==> config.mk <==
export PLATFORM = sky130hd
export DESIGN_NAME = vga_sprite_compositor_flat
export DESIGN_NICKNAME = d
export VERILOG_FILES = /design/src/rtl/vga_sprite_compositor_if.sv /design/src/rtl/vga_sprite_compositor.sv /design/src/flat_wrapper.sv
export SDC_FILE = /design/constraint.sdc
export NUM_CORES = 1
export LEC_CHECK = 0
export BUFFER_PORTS_ARGS = -buffer_cell sky130_fd_sc_hd__buf_2
export CORE_ASPECT_RATIO = 0.75
export CORE_MARGIN = 2
export CORE_UTILIZATION = 50
export DETAILED_ROUTE_END_ITERATION = 16
export PLACE_DENSITY_LB_ADDON = 0.25
export SETUP_SLACK_MARGIN = 0.1
export SLEW_MARGIN = 20
export SYNTH_ARGS = -nofsm -noshare
export SYNTH_HDL_FRONTEND = slang
export SYNTH_SLANG_ARGS = --single-unit
==> constraint.sdc <==
create_clock -name vga_clk -period 6.1 [get_ports vga_clk]
set_input_delay 0.305 -clock vga_clk [delete_from_list [all_inputs] [get_ports vga_clk]]
set_output_delay 0.305 -clock vga_clk [all_outputs]
set_load 0.01 [all_outputs]
==> src/rtl/vga_sprite_compositor_if.sv <==
// Pixel-path bus between the game logic / VGA timing side and the sprite
// compositor.
//   master : drives frame_start, x, y, char_x_pos, char_y_pos, char_state,
//            hit_pulse; receives pixel_color, owner_onehot, collision.
//   slave  : the compositor side (mirror of master).
interface vga_sprite_compositor_if #(
    parameter int NUM_CHARS = 2,
    parameter int COORD_W   = 10
);
    logic                           frame_start;
    logic [COORD_W-1:0]             x;
    logic [COORD_W-1:0]             y;
    logic [NUM_CHARS*COORD_W-1:0]   char_x_pos;
    logic [NUM_CHARS*COORD_W-1:0]   char_y_pos;
    logic [NUM_CHARS*4-1:0]         char_state;
    logic [NUM_CHARS-1:0]           hit_pulse;
    logic [7:0]                     pixel_color;
    logic [NUM_CHARS-1:0]           owner_onehot;
    logic                           collision;

    modport master (
        output frame_start, x, y, char_x_pos, char_y_pos, char_state, hit_pulse,
        input  pixel_color, owner_onehot, collision
    );

    modport slave (
        input  frame_start, x, y, char_x_pos, char_y_pos, char_state, hit_pulse,
        output pixel_color, owner_onehot, collision
    );
endinterface

==> src/rtl/vga_sprite_compositor.sv <==
// Composites NUM_CHARS rectangular character sprites over a solid background,
// index 0 on top. Sprite positions/states are latched once per frame into
// shadow registers so a sprite never tears mid-frame. Each character has an
// 8-bit hit-flash timer, and a sticky overlap detector reports per frame
// whether any two sprites overlapped.
// Ports:
//   vga_clk : pixel clock (only clock)
//   rst     : synchronous active-high reset
//   bus     : slave side of vga_sprite_compositor_if
//             (frame_start, x, y, char_*_pos, char_state, hit_pulse in;
//              pixel_color, owner_onehot, collision out)
// Latency: x/y to pixel_color/owner_onehot is two register stages.
module vga_sprite_compositor #(
    parameter int         NUM_CHARS    = 2,
    parameter int         CHAR_WIDTH   = 128,
    parameter int         CHAR_HEIGHT  = 240,
    parameter int         COORD_W      = 10,
    parameter logic [7:0] BG_COLOR     = 8'b111_111_11,
    parameter int         FLASH_FRAMES = 8
) (
    input logic                    vga_clk,
    input logic                    rst,
    vga_sprite_compositor_if.slave bus
);

    // One extra bit so position + size never wraps; sprites clip at the edge.
    localparam logic [COORD_W:0] CW_EXT     = (COORD_W+1)'(CHAR_WIDTH);
    localparam logic [COORD_W:0] CH_EXT     = (COORD_W+1)'(CHAR_HEIGHT);
    localparam logic [7:0]       FLASH_LOAD = 8'(FLASH_FRAMES);

    function automatic logic [7:0] state_color(input logic [3:0] s);
        logic [7:0] c;
        case (s)
            4'd0, 4'd1, 4'd2: c = 8'b000_000_00;
            4'd3:             c = 8'b000_111_00;
            4'd4:             c = 8'b111_000_00;
            4'd5:             c = 8'b111_111_00;
            4'd6:             c = 8'b000_111_11;
            4'd7:             c = 8'b111_000_11;
            4'd8:             c = 8'b111_111_00;
            default:          c = 8'b000_000_01;
        endcase
        return c;
    endfunction

    // Per-frame shadow state and flash timers
    logic [COORD_W-1:0] sx_q    [NUM_CHARS];
    logic [COORD_W-1:0] sy_q    [NUM_CHARS];
    logic [3:0]         st_q    [NUM_CHARS];
    logic [7:0]         flash_q [NUM_CHARS];
    logic [NUM_CHARS-1:0] en_q;

    // Stage-1 inputs (combinational from current pixel and shadow state)
    logic [COORD_W:0]     x_ext;
    logic [COORD_W:0]     y_ext;
    logic [NUM_CHARS-1:0] cover_d;
    logic [7:0]           color_d [NUM_CHARS];
    logic                 overlap_d;

    // Stage-1 registers
    logic [NUM_CHARS-1:0] cover_p1_q;
    logic [7:0]           color_p1_q [NUM_CHARS];

    // Stage-2 inputs / registers
    logic [7:0]           pix_d;
    logic [NUM_CHARS-1:0] owner_d;
    logic [7:0]           pixel_color_q;
    logic [NUM_CHARS-1:0] owner_q;

    logic collision_q;
    logic overlap_acc_q;

    assign x_ext = {1'b0, bus.x};
    assign y_ext = {1'b0, bus.y};

    always_comb begin
        for (int i = 0; i < NUM_CHARS; i++) begin
            cover_d[i] = en_q[i]
                      && (x_ext >= {1'b0, sx_q[i]}) && (x_ext < ({1'b0, sx_q[i]} + CW_EXT))
                      && (y_ext >= {1'b0, sy_q[i]}) && (y_ext < ({1'b0, sy_q[i]} + CH_EXT));
            color_d[i] = state_color(st_q[i]);
            // Odd, nonzero flash count blinks the sprite to its inverse colour.
            if ((flash_q[i] != 8'd0) && flash_q[i][0]) begin
                color_d[i] = ~color_d[i];
            end
        end
        overlap_d = ($countones(cover_d) > 1);
    end

    // Lowest covering index wins: walk from the top index down.
    always_comb begin
        pix_d   = BG_COLOR;
        owner_d = '0;
        for (int i = NUM_CHARS-1; i >= 0; i--) begin
            if (cover_p1_q[i]) begin
                pix_d      = color_p1_q[i];
                owner_d    = '0;
                owner_d[i] = 1'b1;
            end
        end
    end

    always_ff @(posedge vga_clk) begin
        if (rst) begin
            for (int i = 0; i < NUM_CHARS; i++) begin
                sx_q[i]       <= '0;
                sy_q[i]       <= '0;
                st_q[i]       <= '0;
                flash_q[i]    <= '0;
                color_p1_q[i] <= '0;
            end
            en_q          <= '0;
            cover_p1_q    <= '0;
            pixel_color_q <= '0;
            owner_q       <= '0;
            collision_q   <= 1'b0;
            overlap_acc_q <= 1'b0;
        end else begin
            // Frame boundary: latch shadows and publish last frame's overlap
            if (bus.frame_start) begin
                for (int i = 0; i < NUM_CHARS; i++) begin
                    sx_q[i] <= bus.char_x_pos[i*COORD_W +: COORD_W];
                    sy_q[i] <= bus.char_y_pos[i*COORD_W +: COORD_W];
                    st_q[i] <= bus.char_state[i*4 +: 4];
                end
                en_q          <= '1;
                collision_q   <= overlap_acc_q | overlap_d;
                overlap_acc_q <= 1'b0;
            end else if (overlap_d) begin
                overlap_acc_q <= 1'b1;
            end

            // A hit reload takes precedence over the per-frame decrement.
            for (int i = 0; i < NUM_CHARS; i++) begin
                if (bus.hit_pulse[i]) begin
                    flash_q[i] <= FLASH_LOAD;
                end else if (bus.frame_start && (flash_q[i] != 8'd0)) begin
                    flash_q[i] <= flash_q[i] - 8'd1;
                end
            end

            // Stage 1: cover flags and post-flash colours
            cover_p1_q <= cover_d;
            for (int i = 0; i < NUM_CHARS; i++) begin
                color_p1_q[i] <= color_d[i];
            end

            // Stage 2: priority-resolved pixel
            pixel_color_q <= pix_d;
            owner_q       <= owner_d;
        end
    end

    assign bus.pixel_color  = pixel_color_q;
    assign bus.owner_onehot = owner_q;
    assign bus.collision    = collision_q;

endmodule

==> src/flat_wrapper.sv <==
// flat-port wrapper written by rule: the top's interface ports become plain ports
module vga_sprite_compositor_flat 
#(
    parameter int         NUM_CHARS    = 2,
    parameter int         CHAR_WIDTH   = 128,
    parameter int         CHAR_HEIGHT  = 240,
    parameter int         COORD_W      = 10,
    parameter logic [7:0] BG_COLOR     = 8'b111_111_11,
    parameter int         FLASH_FRAMES = 8
)
  (vga_clk, rst, bus_frame_start, bus_x, bus_y, bus_char_x_pos, bus_char_y_pos, bus_char_state, bus_hit_pulse, bus_pixel_color, bus_owner_onehot, bus_collision);
  vga_sprite_compositor_if #(.NUM_CHARS(NUM_CHARS), .COORD_W(COORD_W)) bus_i ();
  input logic vga_clk;
  input logic rst;
  input wire logic [$bits(bus_i.frame_start)-1:0] bus_frame_start;
  input wire logic [$bits(bus_i.x)-1:0] bus_x;
  input wire logic [$bits(bus_i.y)-1:0] bus_y;
  input wire logic [$bits(bus_i.char_x_pos)-1:0] bus_char_x_pos;
  input wire logic [$bits(bus_i.char_y_pos)-1:0] bus_char_y_pos;
  input wire logic [$bits(bus_i.char_state)-1:0] bus_char_state;
  input wire logic [$bits(bus_i.hit_pulse)-1:0] bus_hit_pulse;
  output wire logic [$bits(bus_i.pixel_color)-1:0] bus_pixel_color;
  output wire logic [$bits(bus_i.owner_onehot)-1:0] bus_owner_onehot;
  output wire logic [$bits(bus_i.collision)-1:0] bus_collision;
  assign bus_i.frame_start = bus_frame_start;
  assign bus_i.x = bus_x;
  assign bus_i.y = bus_y;
  assign bus_i.char_x_pos = bus_char_x_pos;
  assign bus_i.char_y_pos = bus_char_y_pos;
  assign bus_i.char_state = bus_char_state;
  assign bus_i.hit_pulse = bus_hit_pulse;
  assign bus_pixel_color = bus_i.pixel_color;
  assign bus_owner_onehot = bus_i.owner_onehot;
  assign bus_collision = bus_i.collision;
  vga_sprite_compositor #(.NUM_CHARS(NUM_CHARS), .CHAR_WIDTH(CHAR_WIDTH), .CHAR_HEIGHT(CHAR_HEIGHT), .COORD_W(COORD_W), .BG_COLOR(BG_COLOR), .FLASH_FRAMES(FLASH_FRAMES)) u_core (.vga_clk(vga_clk), .rst(rst), .bus(bus_i));
endmodule
Word level (Yosys, flattened, before mapping)
Memories as Yosys holds them, arrays and structs flattened.
Cells that the tools add are included.
- bits of input ports: 73
- memories kept: 7
- flip-flop bits (word level): 15
- bits in read-only memories: 256
- bits in writable memories: 80
- output and inout port bits: 11
- memories (name ; depth ; width ; rd ports ; clocked after memory_dff ; wr ports ; line ; RTL):
    (no name shown) ; 16 ; 8 ; 1 ; 0 ; 0 ; vga_sprite_compositor.sv:33 ; case (s)
    (no name shown) ; 16 ; 8 ; 1 ; 0 ; 0 ; vga_sprite_compositor.sv:33 ;
    u_core.sx_q ; 2 ; 10 ; 2 ; 0 ; 2 ; vga_sprite_compositor.sv:47 ; logic [COORD_W-1:0] sx_q [NUM_CHARS];
    u_core.sy_q ; 2 ; 10 ; 2 ; 0 ; 2 ; vga_sprite_compositor.sv:48 ; logic [COORD_W-1:0] sy_q [NUM_CHARS];
    u_core.color_p1_q ; 2 ; 8 ; 2 ; 0 ; 2 ; vga_sprite_compositor.sv:62 ; logic [7:0] color_p1_q [NUM_CHARS];
    u_core.flash_q ; 2 ; 8 ; 2 ; 0 ; 2 ; vga_sprite_compositor.sv:50 ; logic [7:0] flash_q [NUM_CHARS];
    1 more memories ; - ; - ; - ; - ; - ; - ;
- order comparisons: 9
- reduce and logical (&&, ||, !) cells: 16
- mux-type cells: 38
- bitwise operators: 15
- add/sub/neg operators: 7
- operators with widths (kind ; number):
    $mux 8 ; 10
    $add 10x8->11 const B ; 4
    $lt 10x11->1 ; 4
    $ge 10x10->1 ; 4
    $mux 10 ; 4
    $gt 32x2->1 const B ; 1
    $mux 1 ; 21
    $not 8->8 ; 2
    $reduce_bool 8->1 ; 2
    $sub 8x1->8 const B ; 2
    $or 1x1->1 ; 13
    $logic_and 1x1->1 ; 12
    $mux 4 ; 2
    $reduce_or 2->1 ; 2
    $add 1x1->2 ; 1
    $mux 2 ; 1

Logic depth before layout (Yosys ltp)
Gate-level depths: netlist (run 1).
An unclocked memory read counts as a cell.
- word-level depth: 9
- mapped depth: 11
- gate-level depth less buffers: 11

Least setup slack after synthesis (run 1)
OpenSTA, ideal clock, no wires.
- path type: register to register
- start: mem u_core.sy_q[0][4]
- end: reg u_core.collision_q, in the netlist u_core.bus.collision
- slack: 3675 ps
- buffers on the path: 0
- data required time: 6026 ps
- cell stages (with the launch flop): 11
- arrival: 2351 ps
- cells stage by stage: edfxtp_1 inv_1 ha_1 nand3_1 xnor2_1 ha_1 a211oi_1 o31ai_1 o221a_2 or4_1 o21ai_0
- RTL lines (element ; line ; RTL):
    start, declared ; vga_sprite_compositor.sv:48 ;
    end signal, assigned ; vga_sprite_compositor.sv:127 ; collision_q <= overlap_acc_q | overlap_d;
    end, declared ; vga_sprite_compositor.sv:70 ; logic collision_q;

==> impl_metrics.ini, run 1 <==
[place]
place_congestion = 0.882
place_ws_ns = 3.43
hpwl_um = 7810
place_inst = 705
port_buffers = 83

[synthesis]
yosys_register_bits = 83
syn_area_per_cell_um2 = 10.3
synth-warning-count = 0
async_flop_share = 0
syn_nets = 643
syn_area_um2 = 5160
synthesis.instances = 499
synth_area_leader_cell = edfxtp_1
synthTopCellsByArea = edfxtp_1, ha_1, dfxtp_1
yosysMostFrequentCell = ha_1
synth_common_cells = ha_1, edfxtp_1, inv_1, and2_1, nor2_1
synth_cell_type_count = 53
yosysSeqAreaShare = 0.446
synth_edf_count = 64
synth_ff_type = edfxtp_1
synth_top_cell_area_share = 0.372

[setup_path]
cp-start-kind = flip-flop
regToRegSetupSlack_ns = 3.41
end_kind = flip-flop
worstPathArrival_ns = 2.94
worstSetupPathType = flip-flop to flip-flop
crit_required_ns = 6.36
crit_fanout = 3

[detailed_routing]
drc = 0
first_pass_iters = 4
wirelength_um = 10100
ant_nets = 0
vias = 3742
avgViaCountPerCell = 5.19
drt_iter0_markers = 133
wire_per_inst_um = 14.0

[sta]
max_slew_margin = 0.304
setup_viol = 0
worst_slew_pin_slew_ns = 1.04
finalCriticalPeriod_ns = 2.69
rsz0062_at_grt = no
totalNegativeSetupSlack_ns = 0
setup_ws_ns = 3.41
finClkSkew_ns = 0.00635
fmax_mhz = 372
slew_viol_final = 0
final-hold-violation-count = 0
period_share = 0.441

[cts]
root_buffer = clkbuf_16
postCtsSetupBuffers = 0
cts_sinks = 83
cts_tree = done
cts_max_level = 3
clk_path_buf_depth = 2
path_clk_slew_ns = 0.07
hold_buffers = 0
post_cts_resized = 0
worstSkewPairLatency_ns = 0.34
cts_buffers = 9

[finish]
drive_gt1_frac = 0.179
area_growth_pct = 15.5
fillers = 866
finalNonFillerCells = 721
antenna_cells = 0
finalNetCount = 724

[min_path]
worstHoldPathType = primary input to flip-flop

[pwr]
peakVddDrop_mv = 0.161
switching_share = 0.283
pwr-share-comb = 0.201
p_per_area_nw_per_um2 = 254
p_seq_frac = 0.455
p_sw_mw = 0.429
report.power.total_mw = 1.51
clockPowerShare = 0.345
power.leakage_nw = 2.67
p_int_mw = 1.09

[floorplanning]
rows = 32
start_util = 0.508
core_area_um2 = 10200
io_pins = 84
fp.dieH_um = 92.0
fp.dieArea_um2 = 11200
fp.dieW_um = 121

[outcome]
status = finished, final reports clean

[grt]
grt_pass1_vias = 3690
grt-ovfl-total = 0
grt_max_degree = 49
grt_pass1_wl_um = 16600
grt_usage = 0.187
antenna_found_initial = 0

[flow_run]
cap_violations = 0
## power groups by stage
stage / registers (mW) / logic, mW / clock network [mW]
after floorplan: 0.693 / 0.221 / 0
after global placement: 0.698 / 0.291 / 0
after detailed placement: 0.701 / 0.302 / 0
after CTS: 0.689 / 0.305 / 0.535
after global routing: 0.694 / 0.349 / 0.553
final: 0.689 / 0.304 / 0.522
## flip-flops by register name, indices dropped and copies added, names as in the netlist
signal                   cells
u_core.sy_q                 20
u_core.cover_p1_q            2
u_core.en_q                  1
u_core.bus.owner_onehot      2
u_core.bus.pixel_color       4
u_core.sx_q                 20
u_core.color_p1_q            8
u_core.flash_q              16
u_core.bus.collision         1
u_core.st_q                  8
u_core.overlap_acc_q         1
## area by class of cell
class	count	area, um2	area share
Timing Repair Buffer	84	423	0.0709
Clock inverter	7	57.6	0.00965
Tap cell	136	170	0.0285
Clock buffer	9	225	0.0378
Multi-Input combinational cell	349	2590	0.434
Sequential cell	83	2300	0.386
Inverter	53	199	0.0333
## worst max-delay path, stage by stage, from the launching register on
cell and delay (ns):
edfxtp_1 0.42, inv_1 0.10, ha_1 0.18, nand3_1 0.12, xnor2_1 0.15, ha_1 0.29, a211oi_1 0.26, o31ai_1 0.11
o221a_2 0.25, or4_1 0.51, o21ai_0 0.22
## metal layers
layer / routed length [um] / track usage
met5: 0 / 0
met3: 584 / 0.0479
met4: 119 / 0.0565
met2: 4430 / 0.291
met1: 4970 / 0.259
## kinds of logic after synthesis
family / Yosys count / synth area share
AOI/OAI and AO/OA: 77 / 0.101
muxes: 3 / 0.00582
buffers and inverters: 67 / 0.0533
and+or+nand+nor: 168 / 0.172
adders and majority gates: 71 / 0.172
xor gates and xnor gates: 30 / 0.0509
DFF: 83 / 0.446
## placed cells by master, fill, tap and decap left out, drive strengths merged, types with 3 or more instances in the layout
master / n
buf: 84
ha: 71
edfxtp: 64
inv: 58
and2: 50
nor2: 45
xnor2: 25
a21oi: 20
dfxtp: 19
nand2: 17
o21ai: 14
nor3: 10
nand3: 10
nand2b: 10
a21o: 9
clkbuf: 9
nand4: 6
nor2b: 5
xor2: 5
or3: 4
o2111ai: 4
a211oi: 4
mux2i: 3
a21boi: 3
o211ai: 3
nand3b: 3
o22ai: 3
## stage by stage
| stage | util | cell area [um2] | hold WS [ns] |
|---|---|---|---|
| 2_1_floorplan | - | 5160 | 0.421 |
| 3_3_place_gp | 0.559 | 5680 | 0.435 |
| 3_5_place_dp | 0.559 | 5680 | 0.440 |
| 4_1_cts | 0.587 | 5970 | 0.228 |
| 5_1_grt | 0.587 | 5970 | 0.236 |
| 6_report | 0.587 | 5970 | 0.240 |
## path summary, 6_finish.rpt
check,start,to,depth (start not counted)
worst min-delay path,bus_char_y_pos[11],u_core.sy_q[0][11]$_SDFFCE_PN0P_,2
worst min register to register,u_core.overlap_acc_q$_SDFFE_PP0N_,u_core.overlap_acc_q$_SDFFE_PP0N_,2
worst max register to register,u_core.sy_q[0][4]$_SDFFCE_PN0P_,u_core.bus.collision$_SDFFE_PP0P_,10
worst max-delay path,u_core.sy_q[0][4]$_SDFFCE_PN0P_,u_core.bus.collision$_SDFFE_PP0P_,10
Power figures use the tool's default switching activity.
==> run 2: changes to the inputs <==
- clock period: 6.1 -> 2.2 ns (I/O delays scaled with it)
==> run 2 against run 1 <==
The run now ends with setup timing left. Routed wire length grew 7.4%. Clock skew grew 0.00086 ns. Worst hold slack worse by 0.20 ns. Critical path depth unchanged. Final cell count rose by 3.9%. Flip-flop and latch count is the same. Combinational power grew to 3.3 times the previous value. Sequential share of layout area shrank 2.6 points. Largest cell class unchanged. Highest routed layer unchanged.
==> impl_metrics.ini, run 2 (synthesis gave the netlist of run 1 again) <==
[detailed_routing]
drc = 0
ant_nets = 0
first_pass_iters = 5
wire_per_inst_um = 14.5
vias = 3867
wirelength_um = 10900
drt_iter0_markers = 249
avgViaCountPerCell = 5.16

[place]
place_ws_ns = -0.189
place_inst = 721
hpwl_um = 8090
place_congestion = 0.882
dpl_cell_area_um2 = 5830
port_buffers = 83

[sta]
totalNegativeSetupSlack_ns = -0.558
fmax_mhz = 417
setup_viol = 3
finalCriticalPeriod_ns = 2.40
slew_viol_final = 0
rsz0062_at_grt = yes
finClkSkew_ns = 0.00721
max_slew_margin = 0.716
final-hold-violation-count = 0
setup_ws_ns = -0.198
period_share = 1.09
fin_hold_ws_ns = 0.0449
worst_slew_pin_slew_ns = 0.422

[pwr]
peakVddDrop_mv = 0.455
p_per_area_nw_per_um2 = 692
report.power.total_mw = 4.42
power.leakage_nw = 2.86

[finish]
fillers = 812
finalNonFillerCells = 749
layout_common_cells = buf_2, ha_1, edfxtp_1
multi_input_area_um2 = 2770
drive_gt1_frac = 0.277
area_growth_pct = 23.8
seqCellArea_um2 = 2300
fin_util = 0.629
finalNetCount = 752
antenna_cells = 0
design_area_um2 = 6390
reg_top3 = u_core.sx_q: 20 flops, u_core.sy_q: 20 flops, u_core.flash_q: 16 flops
final_common_cell = buf_2

[floorplanning]
fp.dieArea_um2 = 11200
fp.dieW_um = 121
core_area_um2 = 10200
io_pins = 84
fp.dieH_um = 92.0
rows = 32
start_util = 0.508

[setup_path]
slowest_stage = or4_4
cp-start-kind = flip-flop
worstPathArrival_ns = 2.67
path_buf_inv = 1
max_stage_delay_ns = 0.44
crit_fanout = 3
end_kind = flip-flop
crit_required_ns = 2.47
path_cells = buf_4 -> nor3_2 -> a21o_1 -> xnor2_1 -> ha_1 -> a211oi_2 -> o31ai_1 -> o221a_2 -> or4_4 -> o21ai_1
critical_path.top_delay_family = compound AO/OA/AOI/OAI gates
worstSetupPathType = flip-flop to flip-flop

[grt]
grt_max_degree = 49
grt_pass1_vias = 3784
antenna_found_initial = 0
grt_pass1_wl_um = 17600
grt_usage = 0.199
grt-ovfl-total = 0

[cts]
cts_max_level = 3
cts_sinks = 83
cts_buffers = 9
path_clk_slew_ns = 0.06
hold_buffers = 0
clk_path_buf_depth = 2
root_buffer = clkbuf_16
worstSkewPairLatency_ns = 0.34
cts_tree = done

[min_path]
worstHoldPathType = primary input to flip-flop

[outcome]
status = finished, violations left
violations = setup timing

[flow_run]
cap_violations = 0
## run 2: changes by cell type in the layout (fill, tap and decap cells not counted), sizes merged
cell    previous run  this run
buf               84       112
inv               58        54
clkbuf             9        14
clkinv             2         1
## run 2: area by class of cell
type                    count  area share
clock inverters             2     0.00235
well taps                 136      0.0266
inverters                  53      0.0311
flip-flops and latches     83       0.360
multi-input cells         349       0.434
clock buffers              14      0.0448
repair buffers            112       0.101
## run 2: what timing repair did
action / 4_1_cts / 5_1_grt
setup endpoints to repair: 27 / 39
pin swaps: 5 / 12
cloned: 0 / 0
setup buffers: 6 / 6
gates resized for setup: 15 / 26
## run 2: layer usage
metal,part of all wire,GRT usage,up-vias,wire (um)
met3,0.051,0.0373,16,557
met1,0.48,0.278,1786,5240
li1,-,-,1967,-
met5,0,0,-,0
met2,0.45,0.316,98,4870
met4,0.018,0.0623,0,193
## run 2: path summary, 6_finish.rpt
path	from	endpoint	slack, ns	cells past startpoint
max	u_core.sy_q[0][4]$_SDFFCE_PN0P_	u_core.bus.collision$_SDFFE_PP0P_	-0.20	10
min	bus_char_y_pos[0]	u_core.sy_q[0][0]$_SDFFCE_PN0P_	0.04	2
max reg2reg	u_core.sy_q[0][4]$_SDFFCE_PN0P_	u_core.bus.collision$_SDFFE_PP0P_	-0.20	10
min reg2reg	u_core.color_p1_q[0][12]$_SDFF_PP0_	u_core.bus.pixel_color[4]$_SDFF_PP0_	0.46	2
## run 2: report_power, final
| group | total (mW) | switching, mW | internal (mW) |
|---|---|---|---|
| registers | 1.91 | 0.0815 | 1.83 |
| clock network | 1.50 | 0.594 | 0.907 |
| logic | 1.01 | 0.514 | 0.496 |
| total | 4.42 | 1.19 | 3.23 |
==> run 3: changes to the inputs <==
- ABC_AREA: unset -> 1
==> run 3 against run 2 <==
Combinational power fell by 9%. Die area rose by 5.4%. Fmax rose by 14%. Global-route usage fell by 0.16 points. Critical path depth rose by 3. Non-clock buffer count fell by 19. Routed wire length rose by 2.8%. Register-to-register slack improved by 0.30 ns. Critical path type unchanged. Setup slack improved by 0.30 ns. The flow now finishes without violations. Total power fell by 3.9%. Highest routed layer is now met5.
==> impl_metrics.ini, run 3 <==
[outcome]
status = finished, final reports clean

[grt]
grt_max_degree = 30
grt-ovfl-total = 0
grt_pass1_wl_um = 18600
antenna_found_initial = 1
grt_usage = 0.198
grt_pass1_vias = 4225

[setup_path]
reg2reg_from = u_core.sy_q[0][7]$_SDFFCE_PN0P_
max_stage_delay_ns = 0.47
r2r_end = u_core.bus.collision$_SDFFE_PP0P_
crit_fanout = 4
reg2reg_depth = 13
path_cells = nor2_2 -> nand2_2 -> xor2_1 -> ha_1 -> a21o_1 -> nand2_1 -> nand2_1 -> nand3b_1 -> nor2_1 -> nand2_1 -> nand2_1 -> nand2_1 -> nand2_1
worstPathArrival_ns = 2.38
slowest_stage = edfxtp_1
cp_common_cell = nand2_1
cp-start-kind = flip-flop
end_kind = flip-flop
critical_path.top_delay_family = simple AND/OR/NAND/NOR gates
path_buf_inv = 0
startpoint = u_core.sy_q[0][7]$_SDFFCE_PN0P_
regToRegSetupSlack_ns = 0.1
worstSetupPathType = flip-flop to flip-flop
crit_required_ns = 2.48

[pwr]
peakVddDrop_mv = 0.544
p_per_area_nw_per_um2 = 665
power.leakage_nw = 3.28
report.power.total_mw = 4.25

[detailed_routing]
first_pass_iters = 4
avgViaCountPerCell = 4.84
wire_per_inst_um = 12.3
drc = 0
ant_nets = 0
vias = 4385
drt_iter0_markers = 245
wirelength_um = 11200

[synthesis]
yosysMostFrequentCell = inv_1
synth_edf_count = 64
synth_common_cells = inv_1, nand2_1, nor2_1, ha_1, edfxtp_1
yosys_register_bits = 83
yosysSeqAreaShare = 0.422
synthTopCellsByArea = edfxtp_1, ha_1, inv_1
async_flop_share = 0
synthesis.instances = 672
synth_top_cell_area_share = 0.352
synth_area_leader_cell = edfxtp_1
syn_nets = 816
synth-warning-count = 0
syn_area_per_cell_um2 = 8.12
synth_cell_type_count = 30
syn_area_um2 = 5450
synth_ff_type = edfxtp_1

[sta]
finalCriticalPeriod_ns = 2.10
final-hold-violation-count = 0
rsz0062_at_grt = yes
slew_viol_final = 0
worst_slew_pin_slew_ns = 0.436
fmax_mhz = 476
setup_viol = 0
totalNegativeSetupSlack_ns = 0
max_slew_margin = 0.709
finClkSkew_ns = 0.00697
period_share = 0.955

[finish]
drive_gt1_frac = 0.164
layout_common_cells = inv_1, nand2_1, nor2_1
finalNetCount = 909
area_growth_pct = 17.0
antenna_cells = 0
seqCellArea_um2 = 2300
design_area_um2 = 6380
fillers = 942
finalNonFillerCells = 906
final_common_cell = inv_1
fin_util = 0.611
multi_input_area_um2 = 2590
reg_top3 = u_core.sx_q: 20 flops, u_core.sy_q: 20 flops, u_core.flash_q: 16 flops

[floorplanning]
io_pins = 84
start_util = 0.522
fp.dieArea_um2 = 11800
core_area_um2 = 10500
fp.dieH_um = 94.5
rows = 32
fp.dieW_um = 125

[min_path]
whs_path_depth = 3
worstHoldPathType = primary input to flip-flop
min_from = bus_frame_start
hold_end = u_core.en_q[0]$_SDFFE_PP0P_

[place]
place_inst = 885
port_buffers = 83
place_congestion = 0.830
hpwl_um = 8610
dpl_cell_area_um2 = 6020

[cts]
cts_tree = done
worstSkewPairLatency_ns = 0.34
path_clk_slew_ns = 0.06
cts_sinks = 83
cts_max_level = 3
cts_buffers = 9
hold_buffers = 0
root_buffer = clkbuf_16
clk_path_buf_depth = 2

[flow_run]
cap_violations = 0
## run 3: timing repair
action,in CTS,in global routing
endpoints found under the setup margin,2,3
cloned,0,0
gates resized for setup,5,9
pin swaps,1,11
buffers inserted,0,5
## run 3: layout make-up
type,instances,area share
tap,136,0.0267
inverter,147,0.0864
clock inverter,7,0.00902
multi-input combinational,431,0.405
sequential,83,0.361
clock buffer,9,0.0353
timing repair buffer,93,0.0768
## run 3: how the worst max path moves through the flow
stage	to	slack (ns)	cells past startpoint
after global routing	u_core.bus.collision$_SDFFE_PP0P_	-0.07	15
after global placement	u_core.bus.collision$_SDFFE_PP0P_	0.15	14
after CTS	u_core.bus.collision$_SDFFE_PP0P_	0.10	14
after detailed placement	u_core.bus.collision$_SDFFE_PP0P_	0.08	14
after floorplan	u_core.overlap_acc_q$_SDFFE_PP0N_	0.29	12
final	u_core.bus.collision$_SDFFE_PP0P_	0.1	13
## run 3: report_power, final
group | internal [mW] | total (mW) | leakage, nW | switching [mW]
sequential | 1.82 | 1.90 | 0.847 | 0.0740
clock | 0.781 | 1.43 | 0.137 | 0.646
combinational | 0.388 | 0.923 | 2.29 | 0.535
## run 3: stage by stage
step           hold WS, ns  worst slack, ns
3_5_place_dp         0.362           0.0822
2_1_floorplan        0.226            0.291
3_3_place_gp         0.358            0.146
5_1_grt             0.0418          -0.0701
4_1_cts            0.00875            0.102
6_report            0.0185            0.100
## run 3: cell families after synthesis
group / Yosys count / synth area share
adders and majority gates: 71 / 0.163
xor gates and xnor gates: 15 / 0.0241
AOI/OAI and AO/OA: 78 / 0.0769
buffers and inverters: 158 / 0.112
and+or+nand+nor: 267 / 0.202
DFF: 83 / 0.422
## run 3: worst min-delay path, cell delays in order
cell and delay [ns]:
buf_2 0.10, nor2_1 0.04, nor2_1 0.07
## run 3: routing by layer
metal  GRT usage  vias to the layer above  wire length [um]
met4      0.0552                        2               131
met5           0                        -                12
li1            -                     2321                 -
met1       0.254                     1976              5440
met3      0.0510                       12               522
met2       0.335                       74              5060
